**src/rtl/mem_access_pkg.sv**
```systemverilog
// -----------------------------------------------------------------------------
// mem_access_pkg
// Shared definitions for the memory-access pipeline stage:
//   - instruction opcode width and the opcode constants the stage decodes
//   - FSM state encoding for mem_access
//   - small decode helpers (memory op / branch op classification)
// -----------------------------------------------------------------------------
package mem_access_pkg;

   localparam int OPCODE_WIDTH = 4;

   typedef logic [OPCODE_WIDTH-1:0] opcode_t;

   localparam opcode_t OP_ADD   = 4'h0;
   localparam opcode_t OP_ADDI  = 4'h1;
   localparam opcode_t OP_SUB   = 4'h2;
   localparam opcode_t OP_LOAD  = 4'h8;
   localparam opcode_t OP_STORE = 4'h9;
   localparam opcode_t OP_BEQ   = 4'hA;
   localparam opcode_t OP_BNE   = 4'hB;

   typedef enum logic {
      ST_IDLE   = 1'b0,
      ST_ACCESS = 1'b1
   } state_t;

   function automatic logic is_mem_op(input opcode_t op);
      return (op == OP_LOAD) || (op == OP_STORE);
   endfunction

   function automatic logic is_branch_op(input opcode_t op);
      return (op == OP_BEQ) || (op == OP_BNE);
   endfunction

endpackage

```
**src/rtl/mem_access.sv**
```systemverilog
// -----------------------------------------------------------------------------
// mem_access
// Memory-access stage of the pipeline. Non-memory instructions pass through in
// one cycle; aligned LOAD/STORE issue a registered request to data memory and
// hold the pipeline until ack or timeout. Misaligned accesses and timeouts are
// reported as single-cycle pulses alongside the writeback valid.
//
// Ports:
//   es_clk, es_rst         clock (rising edge), async active-low reset
//   ms_i_ce                instruction valid from execute
//   ms_i_opcode            instruction opcode
//   ms_i_alu_value         ALU result / effective address
//   ms_i_data_rt           store data
//   ms_i_rd_addr           destination register
//   ms_i_mem_ack           memory completion
//   ms_i_mem_rdata         memory read data (valid with ack)
//   ms_o_mem_req/we/addr/wdata   registered memory request
//   ms_o_wb_data, ms_o_rd_addr, ms_o_regwrite, ms_o_ce   writeback payload
//   ms_o_stall             upstream hold while a memory access is in flight
//   ms_o_misalign          misaligned LOAD/STORE pulse
//   ms_o_bus_err           memory timeout pulse
// -----------------------------------------------------------------------------
module mem_access
   import mem_access_pkg::*;
#(
   parameter int DWIDTH  = 32,
   parameter int AWIDTH  = 32,
   parameter int TIMEOUT = 16
) (
   input  logic                    es_clk,
   input  logic                    es_rst,
   input  logic                    ms_i_ce,
   input  logic [OPCODE_WIDTH-1:0] ms_i_opcode,
   input  logic [DWIDTH-1:0]       ms_i_alu_value,
   input  logic [DWIDTH-1:0]       ms_i_data_rt,
   input  logic [4:0]              ms_i_rd_addr,
   input  logic                    ms_i_mem_ack,
   input  logic [DWIDTH-1:0]       ms_i_mem_rdata,
   output logic                    ms_o_mem_req,
   output logic                    ms_o_mem_we,
   output logic [AWIDTH-1:0]       ms_o_mem_addr,
   output logic [DWIDTH-1:0]       ms_o_mem_wdata,
   output logic [DWIDTH-1:0]       ms_o_wb_data,
   output logic [4:0]              ms_o_rd_addr,
   output logic                    ms_o_regwrite,
   output logic                    ms_o_ce,
   output logic                    ms_o_stall,
   output logic                    ms_o_misalign,
   output logic                    ms_o_bus_err
);

   // Counter must hold 0..TIMEOUT-1; keep at least one bit for TIMEOUT=1.
   localparam int               CNT_W    = (TIMEOUT > 1) ? $clog2(TIMEOUT) : 1;
   localparam logic [CNT_W-1:0] CNT_LAST = CNT_W'(TIMEOUT - 1);

   state_t            state_q, state_d;
   logic [CNT_W-1:0]  cnt_q, cnt_d;
   opcode_t           op_q, op_d;
   logic [4:0]        rd_cap_q, rd_cap_d;

   logic              req_q, req_d;
   logic              we_q, we_d;
   logic [AWIDTH-1:0] addr_q, addr_d;
   logic [DWIDTH-1:0] wdata_q, wdata_d;
   logic [DWIDTH-1:0] wb_data_q, wb_data_d;
   logic [4:0]        rd_out_q, rd_out_d;
   logic              regwrite_q, regwrite_d;
   logic              ce_q, ce_d;
   logic              misalign_q, misalign_d;
   logic              bus_err_q, bus_err_d;

   logic              misaligned;
   logic              timed_out;

   assign misaligned = (ms_i_alu_value[1:0] != 2'b00);
   assign timed_out  = (cnt_q == CNT_LAST);

   // State register
   always_ff @(posedge es_clk or negedge es_rst) begin
      if (!es_rst) state_q <= ST_IDLE;
      else         state_q <= state_d;
   end

   // Next-state logic
   always_comb begin
      state_d = state_q;
      case (state_q)
         ST_IDLE: begin
            if (ms_i_ce && is_mem_op(ms_i_opcode) && !misaligned) state_d = ST_ACCESS;
         end
         ST_ACCESS: begin
            if (ms_i_mem_ack || timed_out) state_d = ST_IDLE;
         end
         default: state_d = ST_IDLE;
      endcase
   end

   // Output / datapath next-value logic. Writeback outputs default to zero so
   // ce, misalign and bus_err are one-cycle pulses; the request fields hold.
   always_comb begin
      cnt_d      = cnt_q;
      op_d       = op_q;
      rd_cap_d   = rd_cap_q;
      req_d      = req_q;
      we_d       = we_q;
      addr_d     = addr_q;
      wdata_d    = wdata_q;
      wb_data_d  = '0;
      rd_out_d   = '0;
      regwrite_d = 1'b0;
      ce_d       = 1'b0;
      misalign_d = 1'b0;
      bus_err_d  = 1'b0;

      case (state_q)
         ST_IDLE: begin
            cnt_d = '0;
            if (ms_i_ce) begin
               if (!is_mem_op(ms_i_opcode)) begin
                  ce_d       = 1'b1;
                  wb_data_d  = ms_i_alu_value;
                  rd_out_d   = ms_i_rd_addr;
                  regwrite_d = !is_branch_op(ms_i_opcode);
               end else if (misaligned) begin
                  ce_d       = 1'b1;
                  misalign_d = 1'b1;
                  rd_out_d   = ms_i_rd_addr;
               end else begin
                  req_d    = 1'b1;
                  we_d     = (ms_i_opcode == OP_STORE);
                  addr_d   = AWIDTH'(ms_i_alu_value);
                  wdata_d  = (ms_i_opcode == OP_STORE) ? ms_i_data_rt : '0;
                  op_d     = ms_i_opcode;
                  rd_cap_d = ms_i_rd_addr;
               end
            end
         end
         ST_ACCESS: begin
            // Ack is checked first so it wins over a coincident timeout.
            if (ms_i_mem_ack || timed_out) begin
               req_d    = 1'b0;
               we_d     = 1'b0;
               addr_d   = '0;
               wdata_d  = '0;
               cnt_d    = '0;
               ce_d     = 1'b1;
               rd_out_d = rd_cap_q;
               if (ms_i_mem_ack) begin
                  if (op_q == OP_LOAD) begin
                     wb_data_d  = ms_i_mem_rdata;
                     regwrite_d = 1'b1;
                  end
               end else begin
                  bus_err_d = 1'b1;
               end
            end else begin
               cnt_d = cnt_q + 1'b1;
            end
         end
         default: ;
      endcase
   end

   // Registered outputs and captured instruction context
   always_ff @(posedge es_clk or negedge es_rst) begin
      if (!es_rst) begin
         cnt_q      <= '0;
         op_q       <= OP_ADD;
         rd_cap_q   <= '0;
         req_q      <= 1'b0;
         we_q       <= 1'b0;
         addr_q     <= '0;
         wdata_q    <= '0;
         wb_data_q  <= '0;
         rd_out_q   <= '0;
         regwrite_q <= 1'b0;
         ce_q       <= 1'b0;
         misalign_q <= 1'b0;
         bus_err_q  <= 1'b0;
      end else begin
         cnt_q      <= cnt_d;
         op_q       <= op_d;
         rd_cap_q   <= rd_cap_d;
         req_q      <= req_d;
         we_q       <= we_d;
         addr_q     <= addr_d;
         wdata_q    <= wdata_d;
         wb_data_q  <= wb_data_d;
         rd_out_q   <= rd_out_d;
         regwrite_q <= regwrite_d;
         ce_q       <= ce_d;
         misalign_q <= misalign_d;
         bus_err_q  <= bus_err_d;
      end
   end

   assign ms_o_mem_req   = req_q;
   assign ms_o_mem_we    = we_q;
   assign ms_o_mem_addr  = addr_q;
   assign ms_o_mem_wdata = wdata_q;
   assign ms_o_wb_data   = wb_data_q;
   assign ms_o_rd_addr   = rd_out_q;
   assign ms_o_regwrite  = regwrite_q;
   assign ms_o_ce        = ce_q;
   assign ms_o_misalign  = misalign_q;
   assign ms_o_bus_err   = bus_err_q;
   assign ms_o_stall     = (state_q == ST_ACCESS);

endmodule

```
**config.mk**
```make
export PLATFORM = sky130hd
export DESIGN_NAME = mem_access
export DESIGN_NICKNAME = d
export VERILOG_FILES = /design/src/rtl/mem_access_pkg.sv /design/src/rtl/mem_access.sv
export SDC_FILE = /design/constraint.sdc
export NUM_CORES = 1
export LEC_CHECK = 0
export BUFFER_PORTS_ARGS = -buffer_cell sky130_fd_sc_hd__buf_2
export CAP_MARGIN = 20
export CORE_ASPECT_RATIO = 1.25
export CORE_MARGIN = 4
export CORE_UTILIZATION = 50
export DETAILED_ROUTE_END_ITERATION = 7
export GPL_ROUTABILITY_DRIVEN = 0
export PLACE_DENSITY = 0.93
export SLEW_MARGIN = 20
export SYNTH_ARGS = -nofsm -noshare
export SYNTH_HDL_FRONTEND = slang
export SYNTH_SLANG_ARGS = --single-unit
```
**constraint.sdc**
```tcl
create_clock -name es_clk -period 3.5 [get_ports es_clk]
set_clock_uncertainty 0.15 [all_clocks]
set_input_delay 0.35 -clock es_clk [delete_from_list [all_inputs] [get_ports es_clk]]
set_output_delay 0.35 -clock es_clk [all_outputs]
set_load 0.005 [all_outputs]
```
==> results of run 1 <==
==> worst max-delay path by stage <==
| stage | to | cells after the start |
|---|---|---|
| 6_report | ms_o_mem_wdata[6] | 4 |
| 4_1_cts | ms_o_mem_wdata[6] | 4 |
| 2_1_floorplan | ms_o_mem_wdata[10] | 6 |
| 5_1_grt | ms_o_mem_wdata[2] | 4 |
| 3_5_place_dp | ms_o_mem_wdata[6] | 5 |
| 3_3_place_gp | rd_cap_q[3] | 4 |
==> area by class of cell <==
cell class | instances | area [sq um] | share of cell area (%)
sequential | 121 | 3028 | 46.45
multi-input combinational | 238 | 1534 | 23.53
timing repair buffer | 228 | 1209 | 18.54
clock buffer | 22 | 464.2 | 7.121
tap | 123 | 153.9 | 2.361
clock inverter | 9 | 122.6 | 1.881
inverter | 2 | 7.507 | 0.1152
==> layer usage <==
layer	global-route usage, %	part of all wire (%)	wire (microns)	up-vias
met1	28.58	37	5159	2054
met3	8.824	9.4	1314	22
met4	10.01	2.0	275	0
met2	44.42	52	7176	233
met5	0	0	0	-
li1	-	-	-	1888
==> power by group through the flow <==
stage,clock (W),sequential [W],combinational (W)
after global placement,0,0.00163,0.000460
after floorplan,0,0.00164,0.000178
after global routing,0.00182,0.00164,0.000539
after CTS,0.00174,0.00162,0.000491
final,0.00171,0.00162,0.000486
after detailed placement,0,0.00164,0.000487
==> cells in the final DEF, fill, tap and decap left out, drive strengths merged <==
master       count
and2             2
or3b             1
clkbuf          22
or2              2
mux2             6
nand3            2
nand2b           4
nand2           34
xnor2            1
nor3b            3
ha               1
buf            224
or4b             1
inv              2
clkinv           5
and3             1
nor2b            1
bufinv           3
clkinvlp         1
a22o            37
xor2             1
o22ai           32
dfrtp          121
a31oi            1
dlygate4sd3      4
o21ai           64
nor4b            1
a21oi            1
nor2             9
nor3             1
o21bai           1
o2bb2ai         31
==> worst reg2reg max path: cells and delay by family, from the launching register on <==
kind | cells | cell delay, ns
and+or+nand+nor | 2 | 1.33
DFF | 1 | 0.43
buffers and inverters | 1 | 0.38
AOI/OAI and AO/OA | 1 | 0.15
==> metrics by stage <==
step | hold slack (ns) | power [W] | worst slack [ns]
2_1_floorplan | -0.09559 | 0.001823 | 1.649
3_3_place_gp | 0.2686 | 0.002090 | 1.065
3_5_place_dp | 0.2802 | 0.002125 | 0.9837
4_1_cts | 0.0005393 | 0.003849 | 0.9781
5_1_grt | 0.005930 | 0.003990 | 0.8914
6_report | 0.01843 | 0.003816 | 0.9757
==> logic make-up after synthesis <==
family	count (synthesis)	share of synthesized area, %
multiplexers	6	1.421
flip-flops	121	63.68
AND/OR/NAND/NOR	62	6.132
adder cells (fa/ha/maj)	1	0.2631
XOR/XNOR	2	0.3685
AO/OA/AOI/OAI	167	23.87
buffers and inverters	42	4.263
==> registers in the layout, summed over array words and instances (netlist names) <==
name,cells
ms_o_bus_err,1
rd_cap_q,5
cnt_q,4
ms_o_rd_addr,5
ms_o_regwrite,1
ms_o_misalign,1
op_q,4
ms_o_wb_data,32
ms_o_mem_req,1
ms_o_mem_addr,32
ms_o_mem_wdata,32
ms_o_mem_we,1
ms_o_ce,1
ms_o_stall,1
==> results.cfg, run 1 <==
[outcome]
status = complete, no violations

[power]
switchingPower_w = 0.0008882
power_frac_seq_pct = 42.4
p_leak_nw = 3.409
power.density_mw_per_mm2 = 585.4
combPwrFrac_pct = 12.7
switching_share_pct = 23.27
p_clk_share_pct = 44.8
vdd_drop_max_mv = 0.3231
p_int_w = 0.002928

[finish]
n_antenna_cell = 0
finalNetCount = 718
drive_gt1_share_pct = 42.58
fin_area_sq_mm = 0.006519
fillCellCount = 655
area_delta_synth_final_pct = 37.11
postLayoutCoreUtil_pct = 70.68
final_cells = 743

[yosys]
synth_nets = 511
ys_async_sr_fraction_pct = 100.0
syn_area_per_cell_sq_um = 11.86
syn_area_sq_mm = 0.004755
synth-edff-count = 0
synth_area_leaders = dfrtp_1 64%, a22o_1 6.8%, o21ai_0 6.7%, o2bb2ai_1 5.7%, o22ai_1 4.2%
yosys.area.top_type_share_pct = 63.68
synth.distinct_cells = 31
yosysWarnings = 0
synth_most_common_cell = dfrtp_1
ys.flop_type = dfrtp_1
synth_common_cells = 121 x dfrtp_1, 64 x o21ai_0, 37 x a22o_1
synth-seq-cells = 121
synth_top_area_cell = dfrtp_1
postSynthCellCount = 401
synth_seq_area_share_pct = 63.68

[cts]
numClockSinks = 121
cts_buffers = 17
clock-root-buffer = clkbuf_16
clk_path_buf_depth = 2
htreeDepth = 4
cts_resized = 0
cts_setup_buffers = 0
clk_pin_slew_worst_paths_ns = 0.05
cts_tree = built
clk-insertion-delay-late_ns = 0.41
holdBufCountCts = 3

[critical_path]
critPathArrivalTime_ns = 2.70
crit_buf_inv = 1
path_max_fanout = 31
r2r-end = ms_o_mem_wdata[6]
worstPathRequired_ns = 3.67
slowest_delay_ns = 0.69
cp-startpoint = ms_o_stall
reg2reg_depth = 4
timing.rr.start = ms_o_stall
worstPathCellList = or4b_2 > or2_1 > buf_4 > o22ai_1
cp-end-kind = flip-flop
ff2ff_setup_slack_ns = 0.98
slowest_stage = or4b_2
startpoint_type = flip-flop
crit_type = reg2reg
path_delay_family = simple AND/OR/NAND/NOR gates

[detailed_routing]
num_vias = 4197
antenna_left = 0
drc = 0
wirelength_mm = 13.93
wire_per_inst_microns = 18.74
drt_pre_antenna_iters = 5
vias_per_cell = 5.649
drtIter0Drc = 225

[floorplan]
start_util_pct = 51.55
die_w_microns = 95.22
coreArea_sq_mm = 0.009223
die_area_sq_mm = 0.01114
ios = 217
die_h_microns = 117.0
rows = 39

[timing]
slew_violations = 0
tightest_slew_ns = 1.118
period_needed_ns = 2.524
max_freq_ghz = 0.3962
rsz0062_at_grt = no
hold_viol_final = 0
finalSetupViolations = 0
max_slew_margin_pct = 25.46
final.setup.tns_ns = 0
finalCritPeriodShare_pct = 72.12

[global_routing]
antenna_found_initial = 0
grt_max_degree = 69
grt_pass1_vias = 4197
grt-ovfl-total = 0
grtUsageTotal_pct = 25.50
grt_pass1_wl_mm = 21.02

[placement]
placed_area_sq_mm = 0.005892
dp_cells = 708
io_buffer_count = 216
dp_hpwl_mm = 9.658

[flow_run]
max_cap_violations = 0

[hold_path]
hp-start = ms_i_mem_rdata[8]
hold_depth = 2
holdPathEnd = ms_o_wb_data[8]
hold_path_class = in2reg
Power figures use the tool's default switching activity.
==> run 2: changes to the inputs <==
--- a/config.mk
+++ b/config.mk
@@ -5,14 +5,15 @@
 export SDC_FILE = /design/constraint.sdc
 export NUM_CORES = 1
 export LEC_CHECK = 0
+export ABC_AREA = 1
 export BUFFER_PORTS_ARGS = -buffer_cell sky130_fd_sc_hd__buf_2
 export CAP_MARGIN = 20
 export CORE_ASPECT_RATIO = 1.25
 export CORE_MARGIN = 4
-export CORE_UTILIZATION = 50
+export CORE_UTILIZATION = 43
 export DETAILED_ROUTE_END_ITERATION = 7
 export GPL_ROUTABILITY_DRIVEN = 0
-export PLACE_DENSITY = 0.93
+export PLACE_DENSITY = 0.84
 export SLEW_MARGIN = 20
 export SYNTH_ARGS = -nofsm -noshare
 export SYNTH_HDL_FRONTEND = slang
==> constraint.sdc (replaced) <==
create_clock -name es_clk -period 2.2 [get_ports es_clk]
set_clock_uncertainty 0.15 [all_clocks]
set_input_delay 0.22 -clock es_clk [delete_from_list [all_inputs] [get_ports es_clk]]
set_output_delay 0.22 -clock es_clk [all_outputs]
set_load 0.005 [all_outputs]
==> results.cfg, run 2 <==
[critical_path]
critPathArrivalTime_ns = 2.15
crit_type = in2reg
cp-end-kind = flip-flop
path_max_fanout = 73
startpoint_type = input port
worstPathRequired_ns = 2.37

[detailed_routing]
wire_per_inst_microns = 18.42
vias_per_cell = 5.446
antenna_left = 0
drc = 0
num_vias = 5397
drt_pre_antenna_iters = 5
drtIter0Drc = 432
wirelength_mm = 18.25

[placement]
io_buffer_count = 216
dp_hpwl_mm = 9.521
placed_area_sq_mm = 0.006117

[timing]
period_needed_ns = 1.978
slew_violations = 0
max_slew_margin_pct = 48.74
hold_viol_final = 0
rsz0062_at_grt = no
finalSetupViolations = 0
tightest_slew_ns = 0.7690
max_freq_ghz = 0.5055
final.setup.tns_ns = 0
holdWs_ns = 0.01364
finalCritPeriodShare_pct = 89.93

[outcome]
status = complete, no violations

[power]
power_frac_seq_pct = 41.5
combPwrFrac_pct = 15.3
switching_share_pct = 25.90
p_leak_nw = 4.389
power.density_mw_per_mm2 = 813.7
finalPower_w = 0.006301
vdd_drop_max_mv = 0.4043
p_int_w = 0.004669
p_clk_share_pct = 43.2
switchingPower_w = 0.001632

[floorplan]
die_h_microns = 128.3
start_util_pct = 44.50
coreArea_sq_mm = 0.01119
rows = 43
ios = 217
die_area_sq_mm = 0.01338
die_w_microns = 104.3

[yosys]
synthMuxAreaShare_pct = 0
synth_compound_area_share_pct = 0.1005
syn_area_sq_mm = 0.004980
synth_top_area_cell = dfrtp_1
synth_xor_area_share_pct = 0.3518
yosys.area.top_type_share_pct = 60.80
synth_top_family_by_area = simple AND/OR/NAND/NOR gates
synthSimpleGateAreaFrac_pct = 32.31
synthAdderAreaFrac_pct = 0.2513
syn_area_per_cell_sq_um = 9.343
synth.distinct_cells = 24
postSynthCellCount = 533
ys.flop_type = dfrtp_1
yosysWarnings = 0
synth_area_leaders = dfrtp_1 61%, nand3_1 13%, nand2_1 13%, nand4_1 4.0%, buf_2 1.7%
synth_most_common_cell = nand2_1
synth_nets = 643
synth-seq-cells = 121
synth-edff-count = 0
synth_common_cells = 171 x nand2_1, 129 x nand3_1, 121 x dfrtp_1
synth_seq_area_share_pct = 60.80
ys_async_sr_fraction_pct = 100.0

[hold_path]
hold_path_class = in2reg

[finish]
postLayoutCoreUtil_pct = 69.20
fillCellCount = 742
final_cell_mix = 215 x buf_2, 170 x nand2_1, 129 x nand3_1, 121 x dfrtp_1, 104 x dlygate4sd3_1
final_common_cell = buf_2
drive_gt1_share_pct = 31.46
fin_area_sq_mm = 0.007744
finalNetCount = 952
area_delta_synth_final_pct = 55.50

[cts]
htreeDepth = 4
cts_buffers = 17
clk_pin_slew_worst_paths_ns = 0.05
clk_path_buf_depth = 2
clock-root-buffer = clkbuf_16
cts_tree = built
cts_resized = 0
numClockSinks = 121
clk-insertion-delay-late_ns = 0.40

[global_routing]
grt_pass1_wl_mm = 29.15
grt_max_degree = 122
grt_pass1_vias = 5562
grtUsageTotal_pct = 27.77
grt-ovfl-total = 0
antenna_found_initial = 2

[flow_run]
max_cap_violations = 0
run 2: cell count changes in the layout (fill, tap and decap cells not counted), sizes merged, moves of 3 or more:
cell,previous run,this run
nand2,34,172
nand3,2,131
dlygate4sd3,4,104
o21ai,64,1
a22o,37,0
nand4,0,32
o22ai,32,0
o2bb2ai,31,0
inv,2,16
mux2,6,0
buf,224,228
nand2b,4,0
nor2,9,13
nor3b,3,0
run 2: power groups by stage:
stage | registers, W | logic [W] | clock network, W
final | 0.00262 | 0.000965 | 0.00272
after global routing | 0.00264 | 0.00105 | 0.00286
after detailed placement | 0.00263 | 0.000776 | 0
after global placement | 0.00263 | 0.000750 | 0
after CTS | 0.00260 | 0.000922 | 0.00274
after floorplan | 0.00265 | 0.000295 | 0
run 2: cell families (layout without fill, tap and decap cells):
logic type | after synthesis | in the layout
fa+ha+maj | 1 | 1
simple gates | 351 | 351
compound gates | 1 | 1
xor+xnor | 2 | 2
flops | 121 | 121
other cells | 0 | 1
buf+inv | 57 | 379
run 2: repair_timing:
item,CTS,global route
buffers inserted,0,0
endpoints found under the hold margin,227,0
hold buffers,104,0
endpoints found under the setup margin,0,0
run 2: final timing paths:
| path | to | start | slack [ns] | cells past startpoint |
|---|---|---|---|---|
| min in group asynchronous | ms_o_mem_addr[30] | es_rst | 0.37 | 3 |
| setup / recovery | ms_o_mem_addr[1] | ms_i_ce | 0.22 | 8 |
| hold reg to reg | cnt_q[0] | cnt_q[0] | 0.32 | 1 |
| max in group asynchronous | ms_o_mem_wdata[25] | es_rst | 1.04 | 3 |
| hold / removal | cnt_q[2] | ms_i_mem_ack | 0.01 | 4 |
| setup reg to reg | ms_o_mem_addr[1] | ms_o_stall | 0.24 | 7 |
run 2: routing by layer:
metal / wire length (microns) / share of wire (%) / track usage, % / up-vias
met5: 13 / 0.071 / 0 / -
li1: - / - / - / 2385
met1: 6448 / 35 / 31.51 / 2518
met3: 1854 / 10 / 8.917 / 82
met2: 9097 / 50 / 46.92 / 410
met4: 836 / 4.6 / 15.18 / 2
run 2: area by class of cell:
cell class              count  area [sq um]  area share (%)
diodes                      1         2.502         0.03232
clock buffers              22         464.2           5.995
clock inverters            10         118.9           1.535
inverters                  15         56.30          0.7271
multi-input cells         355          1653           21.34
flip-flops and latches    121          3028           39.10
well taps                 135         168.9           2.181
repair buffers            332          2252           29.08
run 2: critical path, stage by stage:
cell and delay [ns]:
dlygate4sd3_1 0.55, buf_2 0.16, nand2_4 0.08, inv_2 0.04
nand3_2 0.07, buf_4 0.60, nand2_1 0.19, nor2_1 0.17
run 2: stage by stage:
step                      setup slack, ns  std cells
after CTS                          0.3558        990
after floorplan                    0.6661        533
final                              0.2216        991
after detailed placement           0.3721        854
after global placement             0.4392        854
after global routing               0.1440        991
==> run 3: changes to the inputs <==
--- a/config.mk
+++ b/config.mk
@@ -10,10 +10,10 @@
 export CAP_MARGIN = 20
 export CORE_ASPECT_RATIO = 1.25
 export CORE_MARGIN = 4
-export CORE_UTILIZATION = 43
+export CORE_UTILIZATION = 47
 export DETAILED_ROUTE_END_ITERATION = 7
 export GPL_ROUTABILITY_DRIVEN = 0
-export PLACE_DENSITY = 0.84
+export PLACE_DENSITY = 0.87
 export SLEW_MARGIN = 20
 export SYNTH_ARGS = -nofsm -noshare
 export SYNTH_HDL_FRONTEND = slang
==> constraint.sdc (replaced) <==
create_clock -name es_clk -period 2.25 [get_ports es_clk]
set_clock_uncertainty 0.15 [all_clocks]
set_input_delay 0.225 -clock es_clk [delete_from_list [all_inputs] [get_ports es_clk]]
set_output_delay 0.225 -clock es_clk [all_outputs]
set_load 0.005 [all_outputs]
==> results.cfg, run 3 (synthesized netlist as in run 2, its figures left out) <==
[timing]
fin_ws_ns = 0.06167
period_needed_ns = 2.188
finalCritPeriodShare_pct = 97.26
tightest_slew_ns = 0.6672
slew_violations = 0
max_freq_ghz = 0.4570
final.setup.tns_ns = 0
max_slew_margin_pct = 55.45
rsz0062_at_grt = no
hold_viol_final = 0
finalSetupViolations = 0

[critical_path]
cp-end-kind = flip-flop
path_max_fanout = 31
startpoint_type = flip-flop
crit_type = reg2reg
timing.rr.start = ms_o_stall
ff2ff_setup_slack_ns = 0.06
reg2reg_depth = 7
critPathArrivalTime_ns = 2.38
worstPathRequired_ns = 2.44
r2r-end = ms_o_wb_data[5]

[placement]
preCtsSetupSlack_ns = 0.4939
io_buffer_count = 216
dp_hpwl_mm = 10.31

[finish]
finalNetCount = 969
n_antenna_cell = 0
final_cell_mix = 215 x buf_2, 170 x nand2_1, 129 x nand3_1, 122 x dlygate4sd3_1, 121 x dfrtp_1
area_delta_synth_final_pct = 59.47
drive_gt1_share_pct = 30.69
final_common_cell = buf_2

[floorplan]
start_util_pct = 48.78
die_area_sq_mm = 0.01232
ios = 217
die_w_microns = 100.1
die_h_microns = 123.1
rows = 41
coreArea_sq_mm = 0.01021

[detailed_routing]
drt_pre_antenna_iters = 6
wire_per_inst_microns = 18.61
drc = 0
vias_per_cell = 5.541
num_vias = 5535
antenna_left = 0
drtIter0Drc = 409
wirelength_mm = 18.59

[power]
combPwrFrac_pct = 15.5
p_clk_share_pct = 43.6
switchingPower_w = 0.001558
vdd_drop_max_mv = 0.5150
power.density_mw_per_mm2 = 789.5
power_frac_seq_pct = 40.8
p_leak_nw = 4.510
switching_share_pct = 24.85
p_int_w = 0.004712

[hold_path]
holdPathEnd = ms_o_regwrite
hp-start = ms_i_opcode[2]
hold_depth = 5
hold_path_class = in2reg

[global_routing]
grt_pass1_vias = 5751
grt_pass1_wl_mm = 29.04
grt-ovfl-total = 0
antenna_found_initial = 0
grt_max_degree = 74
grtUsageTotal_pct = 30.65

[cts]
clk_path_buf_depth = 2
clk_pin_slew_worst_paths_ns = 0.05
cts_buffers = 17
clk-insertion-delay-late_ns = 0.41
htreeDepth = 4
cts_tree = built
numClockSinks = 121
clock-root-buffer = clkbuf_16

[flow_run]
max_cap_violations = 0

[outcome]
status = complete, no violations
## run 3: worst max path at each step
stage / endpoint / slack (ns) / startpoint / depth (start not counted)
4_1_cts: ms_o_wb_data[27] / 0.17 / ms_o_stall / 6
6_report: ms_o_wb_data[5] / 0.06 / ms_o_stall / 7
5_1_grt: ms_o_wb_data[5] / 0.006 / ms_o_stall / 6
3_3_place_gp: ms_o_mem_addr[0] / 0.56 / cnt_q[0] / 7
2_1_floorplan: ms_o_ce / 0.72 / cnt_q[0] / 7
3_5_place_dp: op_q[0] / 0.49 / ms_o_stall / 7
## run 3: repair_timing
item	in CTS	in global routing
resized for setup	0	3
endpoints found under the hold margin	143	0
endpoints found under the setup margin	0	5
setup buffers	0	0
hold buffers	122	0
## run 3: critical path, cell delays in order, from the launching register on
cell	delay (ns)
dfrtp_1	0.43
inv_2	0.13
nand2_4	0.07
inv_2	0.08
buf_4	0.34
nand3_1	0.15
nand2_1	0.17
dlygate4sd3_1	0.59
## run 3: power by group through the flow
stage / combinational (W) / sequential, W / clock (W)
3_5_place_dp: 0.000771 / 0.00259 / 0
5_1_grt: 0.00106 / 0.00258 / 0.00288
6_report: 0.000974 / 0.00256 / 0.00274
3_3_place_gp: 0.000738 / 0.00257 / 0
2_1_floorplan: 0.000288 / 0.00259 / 0
4_1_cts: 0.000940 / 0.00255 / 0.00275
## run 3: layer usage
metal	part of all wire, %	GRT usage (%)	wire (microns)	vias up
met5	0	0	0	-
met4	4.6	16.60	852	0
met3	9.5	8.239	1771	85
met2	51	53.05	9562	404
met1	34	34.37	6408	2635
li1	-	-	-	2411
## run 3: cell type report
type                    instances  area [sq um]
multi-input cells             355          1653
clock buffers                  22         474.2
inverters                      15         56.30
clock inverters                 8         120.1
flip-flops and latches        121          3028
repair buffers                349          2449
fillers                       602          2267
well taps                     129         161.4
## run 3: metrics by stage
| stage | cell area (sq um) | hold slack [ns] | utilization [%] | power [W] | cells |
|---|---|---|---|---|---|
| 6_report | 7941 | 0.04502 | 77.79 | 0.006270 | 999 |
| 5_1_grt | 7941 | 0.02077 | 77.79 | 0.006523 | 999 |
| 4_1_cts | 7930 | 0.002256 | 77.68 | 0.006239 | 999 |
| 3_5_place_dp | 6115 | 0.06928 | 59.90 | 0.003356 | 847 |
| 3_3_place_gp | 6115 | 0.05714 | 59.90 | 0.003313 | 847 |
| 2_1_floorplan | 4980 | -0.2206 | - | 0.002876 | 533 |
